### config.mk
export PLATFORM = sky130hd
export DESIGN_NAME = rf_wr_arbiter
export DESIGN_NICKNAME = d
export VERILOG_FILES = /design/src/rtl/rf_wr_arbiter.sv
export SDC_FILE = /design/constraint.sdc
export NUM_CORES = 1
export LEC_CHECK = 0
export ABC_AREA = 1
export CORE_AREA = 2 2 94 78
export DETAILED_ROUTE_END_ITERATION = 8
export DIE_AREA = 0 0 96 80
export GPL_TIMING_DRIVEN = 0
export PLACE_DENSITY_LB_ADDON = 0.08
export SYNTH_ARGS = -nofsm -noshare
export SYNTH_HDL_FRONTEND = slang
export SYNTH_SLANG_ARGS = --single-unit
### constraint.sdc
create_clock -name clk -period 1.4 [get_ports clk]
set_input_delay 0.35 -clock clk [delete_from_list [all_inputs] [get_ports clk]]
set_output_delay 0.35 -clock clk [all_outputs]
set_load 0.005 [all_outputs]
### src/rtl/rf_wr_arbiter.sv
// Two-requester register-file write arbiter with one-entry buffers.
// Optional round-robin on different-register conflicts: RF_ARB_RR_EN.
module rf_wr_arbiter #(
  parameter int DATA_W = 16,
  parameter int SEL_W  = 3
) (
  input  logic                   clk,
  input  logic                   rst,
  input  logic                   a_valid,
  input  logic [SEL_W-1:0]       a_sel,
  input  logic [DATA_W-1:0]      a_data,
  output logic                   a_ready,
  input  logic                   b_valid,
  input  logic [SEL_W-1:0]       b_sel,
  input  logic [DATA_W-1:0]      b_data,
  output logic                   b_ready,
  output logic                   wr_en,
  output logic [SEL_W-1:0]       wr_sel,
  output logic [DATA_W-1:0]      wr_data,
  output logic [(1<<SEL_W)-1:0]  pend_mask,
  output logic                   busy
);

  logic              a_full_q, a_full_d;
  logic [SEL_W-1:0]  a_sel_q, a_sel_d;
  logic [DATA_W-1:0] a_data_q, a_data_d;
  logic              b_full_q, b_full_d;
  logic [SEL_W-1:0]  b_sel_q, b_sel_d;
  logic [DATA_W-1:0] b_data_q, b_data_d;
  logic              age_q, age_d;
  logic              wr_en_q, wr_en_d;
  logic [SEL_W-1:0]  wr_sel_q, wr_sel_d;
  logic [DATA_W-1:0] wr_data_q, wr_data_d;

  logic both, same, a_prio;
  logic grant_a, grant_b, grant_any;
  logic a_acc, b_acc;

  assign both = a_full_q & b_full_q;
  assign same = (a_sel_q == b_sel_q);

`ifdef RF_ARB_RR_EN
  logic rr_q, rr_d;
  assign a_prio = ~rr_q;
`else
  assign a_prio = 1'b1;
`endif

  // age_q=1 means the B entry is older
  assign grant_a   = a_full_q & (~b_full_q | (same ? ~age_q : a_prio));
  assign grant_b   = b_full_q & ~grant_a;
  assign grant_any = grant_a | grant_b;

  assign a_ready = rst & (~a_full_q | grant_a);
  assign b_ready = rst & (~b_full_q | grant_b);
  assign a_acc   = a_valid & a_ready;
  assign b_acc   = b_valid & b_ready;

  assign wr_en   = wr_en_q;
  assign wr_sel  = wr_sel_q;
  assign wr_data = wr_data_q;
  assign busy    = a_full_q | b_full_q | wr_en_q;

  // buffer drain/refill, age tracking and output stage next state
  always_comb begin
    a_full_d  = a_full_q;
    a_sel_d   = a_sel_q;
    a_data_d  = a_data_q;
    b_full_d  = b_full_q;
    b_sel_d   = b_sel_q;
    b_data_d  = b_data_q;
    age_d     = age_q;
    wr_en_d   = grant_any;
    wr_sel_d  = wr_sel_q;
    wr_data_d = wr_data_q;
    if (grant_a) begin
      a_full_d  = 1'b0;
      wr_sel_d  = a_sel_q;
      wr_data_d = a_data_q;
    end else if (grant_b) begin
      b_full_d  = 1'b0;
      wr_sel_d  = b_sel_q;
      wr_data_d = b_data_q;
    end
    if (a_acc) begin
      a_full_d = 1'b1;
      a_sel_d  = a_sel;
      a_data_d = a_data;
    end
    if (b_acc) begin
      b_full_d = 1'b1;
      b_sel_d  = b_sel;
      b_data_d = b_data;
    end
    if (a_acc && b_acc) age_d = 1'b0;
    else if (a_acc)     age_d = 1'b1;
    else if (b_acc)     age_d = 1'b0;
  end

`ifdef RF_ARB_RR_EN
  // pointer moves to the loser after a different-register conflict
  always_comb begin
    rr_d = rr_q;
    if (both && !same) rr_d = grant_a;
  end

  // round-robin pointer register
  always_ff @(posedge clk or negedge rst) begin
    if (!rst) rr_q <= 1'b0;
    else      rr_q <= rr_d;
  end
`endif

  // state registers
  always_ff @(posedge clk or negedge rst) begin
    if (!rst) begin
      a_full_q  <= 1'b0;
      a_sel_q   <= '0;
      a_data_q  <= '0;
      b_full_q  <= 1'b0;
      b_sel_q   <= '0;
      b_data_q  <= '0;
      age_q     <= 1'b0;
      wr_en_q   <= 1'b0;
      wr_sel_q  <= '0;
      wr_data_q <= '0;
    end else begin
      a_full_q  <= a_full_d;
      a_sel_q   <= a_sel_d;
      a_data_q  <= a_data_d;
      b_full_q  <= b_full_d;
      b_sel_q   <= b_sel_d;
      b_data_q  <= b_data_d;
      age_q     <= age_d;
      wr_en_q   <= wr_en_d;
      wr_sel_q  <= wr_sel_d;
      wr_data_q <= wr_data_d;
    end
  end

  // pending-write mask for decode hazard checks
  always_comb begin
    pend_mask = '0;
    if (a_full_q) pend_mask[a_sel_q]  = 1'b1;
    if (b_full_q) pend_mask[b_sel_q]  = 1'b1;
    if (wr_en_q)  pend_mask[wr_sel_q] = 1'b1;
  end

endmodule

# Yosys cells after proc, flatten, opt, wreduce, memory -nomap -nowiden
# Cells that the tools add are included.
[word_totals]
ff_bits = 61
in_bits = 42
out_inout_bits = 31
elab_cells = 67
[classes]
order_cmp = 6
n_eq_ne = 2
muxes = 22
bitwise_logic = 18
n_reduce_logical = 9
[ops]
columns = ["op", "n"]
rows = [
  ["$mux 16", 2],
  ["$mux 8", 3],
  ["$or 8x8->8", 2],
  ["$lt 3x4->1 const B", 3],
  ["$mux 1", 12],
  ["$demux 1 s3", 3],
  ["$ge 3x1->1 const B", 3],
  ["$and 1x1->1", 6],
  ["$mux 3", 2],
  ["$or 1x1->1", 6],
  ["$reduce_bool 2->1", 3],
  ["$logic_and 1x1->1", 4],
  ["$not 1->1", 4],
  ["$eq 3x3->1", 1],
  ["$reduce_bool 3->1", 1],
  ["$ne 2x1->1 const B", 1],
  ["$reduce_and 2->1", 1],
]

# Logic depth before layout (Yosys ltp)
[depth]
ltp_word = 12
mapped_depth = 10
depth_no_buf = 9

# Least setup slack after synthesis
# Ideal clock, no wire load.
[synth_timing]
path_kind = "flip-flop to output port"
from = "register b_sel_q[0]"
to = "output b_ready"
t_arrival_ns = 1.150
setup_slack_ns = -0.100
path_stages_with_launch = 10
n_path_buf = 1
cell_sequence = "dfrtp_1 -> inv_2 -> nand2_1 -> nand2_1 -> nor2_2 -> nand2_2 -> nand3_2 -> buf_4 -> nand2_1 -> inv_1"
[synth_via]
elab_chain_len = 8
[synth_rtl]
columns = ["item", "line_no", "text"]
rows = [
  ["from (decl)", "28", "logic [SEL_W-1:0] b_sel_q, b_sel_d;"],
  ["from (signal assigned)", "132", "b_sel_q <= b_sel_d;"],
  ["$eq 3x3->1", "40", "assign same = (a_sel_q == b_sel_q);"],
  ["$mux 1", "50", "assign grant_a = a_full_q & (~b_full_q | (same ? ~age_q : a_prio));"],
  ["$or 1x1->1", "50", ""],
  ["$and 1x1->1", "50", ""],
  ["$not 1->1", "51", "assign grant_b = b_full_q & ~grant_a;"],
  ["$and 1x1->1", "51", ""],
  ["$or 1x1->1", "55", "assign b_ready = rst & (~b_full_q | grant_b);"],
  ["$and 1x1->1", "55", ""],
  ["to (decl)", "16", "output logic b_ready,"],
]
# Every way passes these cells.

# Worst setup path after layout
[layout_timing]
from = "register b_sel_q[1]"
to = "output b_ready"
# Same word-level chain as after synthesis.

==> metrics <==
Worst Setup End Kind output port; initial core utilization 0.432; largest net degree at the start of global routing between 60 and 70; Fin Setup TNS -19.61 ns; Period Utilization, post-route 1.39; Avg Cell Area, Syn 8.47 µm²; HP Class primary input to async pin; antenna-violating nets left 0; Layout fillers 537; WL/cell approximately 16 µm; TritonCTS clock tree built; clock slew at reported path FFs 0.07 ns; CP max FO 4; gpl congestion 0.842; Worst IR Drop VDD ~0.67 mV; # port buffers 72; initial antenna violation count 0; Peak Freq 0.514 GHz; cell taking the most area after synthesis dfrtp_1; worst setup margin -0.545 ns; H-tree depth 3; clock latency on the worst-skew pair 0.34 ns; final WL approximately 9200 µm; crit start category register; run status complete, but fails checks; top cell type's share of synthesized area 0.525; GR Overflow Total 0; GRT Util Overall 0.251; ys flop type dfrtp_1; vias per cell 5.17; Final Max Tran Viols 0; combinational family with the most area after synthesis simple AND/OR/NAND/NOR gates; FP Rows 27; Tmin final 1.95 ns; Std-Cell Core Area slightly below 7000 µm²; Critical Path RT 1.05 ns; number of synthesized flops with an enable pin 0; dpl hpwl 5220 µm; RSZ-0062 raised after global routing yes; placed instance count 502; register area share after synthesis 0.525; # Max-Cap Violations 0; Synth Area in Compound Gates 0.0732; synth warn 0; measured slew at the worst slew-check pin ~0.6 ns; Finished Layout Cells 563; share of layout cells above drive strength 1 0.351; first-pass GRT wire length 14300 µm; Leak Pwr 0.00229 µW; synth unique cells 22; critical path type register to output port; cell with the most instances after synthesis nand2_1; synthesized flop and latch total 61; DRC viols 0; initial drt markers 170; nets@finish 514; antenna cells 0; adder-cell area share of the yosys netlist 0; total number of vias about 2900; Final setup viols 71; io pins 73; mux cell area share after synthesis 0; clock sink count just over 60; Fin. Hold Viols 61; die width approximately 96 µm; main area contributors after synthesis dfrtp_1 (53%), nand2_1 (14%), nand3_1 (6.5%), inv_1 (4.4%), nand4_1 (4.1%); Worst Hold Slack -0.0610 ns; cts bufs inserted 9; normalized max-slew margin 0.608; Layout Area Growth over Synthesis 58.3%; area of the multi-input gates 1330 µm²; Root Driver clkbuf_8; Synth Area in XOR/XNOR 0; DR pass1 iterations 4; top post-synthesis cells by count nand2_1 (105), dfrtp_1 (61), nand3_1 (38), inv_1 (34), nand4_1 (19); failing checks hold timing, setup timing; Simple-Gate Fraction of Synth Area 0.308; syn_nets 385; die area 7680 µm²; Critical Path AT 1.60 ns; power density over the cells between 1000 and 1500 nW/µm²; Post-Syn Area between 2000 and 3000 µm²; Die H 80 µm; vias in the first global route 2850; skew final approximately 0.0056 ns; register area 1540 µm²; Synth Instances 343; clock buffer depth 2; asr flop ratio synth 1.00
==> where the power goes <==
part,leakage (µW),internal (µW),switching (µW)
combinational,0.00146,902,806
sequential,0.000745,2070,248
clock,0.0000877,667,701
==> what timing repair did <==
action                                 in CTS  in global routing
endpoints found under the hold margin      61                 38
pin swaps                                   8                  7
gates cloned                                7                  0
setup buffers                              35                 10
setup endpoints to repair                  91                 75
resized for setup                         161                 44
==> worst max-delay path, stage by stage, from the launching register on <==
cell and delay [ns]:
dfrtp_2 0.44, inv_1 0.14, nand2_2 0.08, nand2_2 0.08
nor2_4 0.05, nand2_2 0.08, nand3_4 0.07, buf_6 0.13
nand2_2 0.04, inv_1 0.04, buf_2 0.11
==> cells in the final DEF, fill, tap and decap left out, drive strengths merged <==
cell	netlist	routed
a31oi	4	4
buf	12	71
bufbuf	0	2
clkbuf	8	19
clkdlybuf4s15	0	1
clkdlybuf4s50	0	40
clkinv	0	4
clkinvlp	0	1
dfrtp	61	61
dlygate4sd2	0	15
inv	36	36
nand2	117	117
nand3	45	45
nand4	19	19
nor2	11	11
o211ai	3	3
o21ai	19	19
o221ai	4	4
o41ai	4	4
==> per-stage QoR <==
step                      worst slack (ns)  total power, µW  instance area, µm²   util
after floorplan                    -0.0819             2870                2910      -
after global placement               -3.05             3550                3740  0.556
after detailed placement             -1.07             3580                3740  0.556
after CTS                           -0.505             5210                4450  0.662
after global routing                -0.627             5690                4600  0.684
final                               -0.545             5400                4600  0.684
==> routing by layer <==
| metal | GRT usage | up-vias | share of wire |
|---|---|---|---|
| met5 | 0 | - | 0 |
| met4 | 0.0729 | 0 | 0.016 |
| met3 | 0.0699 | 17 | 0.067 |
| met2 | 0.406 | 123 | 0.48 |
| met1 | 0.328 | 1391 | 0.43 |
| li1 | - | 1381 | - |
==> sequential cells by signal, summed over array words and instances (netlist names) <==
register	cells
a_data_q	16
a_full_q	1
a_sel_q	3
age_q	1
b_data_q	16
b_full_q	1
b_sel_q	3
wr_data	16
wr_en	1
wr_sel	3
==> cells by family after synthesis <==
kind of cell,after synthesis
simple gates,192
buf+inv,56
compound gates,34
flops,61
==> area by class of cell <==
cell class                      instances  area share
Tap cell                               87      0.0237
Sequential cell                        61       0.334
Timing Repair Buffer                  120       0.247
Clock buffer                           10      0.0299
Buffer                                 18      0.0384
Multi-Input combinational cell        226       0.288
Clock inverter                          5     0.00599
Inverter                               36      0.0327
==> worst paths after layout <==
kind | cells past startpoint | startpoint | to | slack (ns)
worst max-delay path | 10 | b_sel_q[1]$_DFFE_PN0P_ | b_ready | -0.55
worst min-delay path | 1 | rst | a_sel_q[1]$_DFFE_PN0P_ | -0.06
worst max register to register | 11 | b_sel_q[1]$_DFFE_PN0P_ | a_sel_q[0]$_DFFE_PN0P_ | -0.30
worst min register to register | 2 | b_data_q[11]$_DFFE_PN0P_ | b_data_q[11]$_DFFE_PN0P_ | 0.47
max in group asynchronous | 1 | rst | wr_sel[2]$_DFFE_PN0P_ | 1.06
min in group clk | 2 | b_data_q[11]$_DFFE_PN0P_ | b_data_q[11]$_DFFE_PN0P_ | 0.47
No activity file was read; power rests on OpenSTA's default activity.
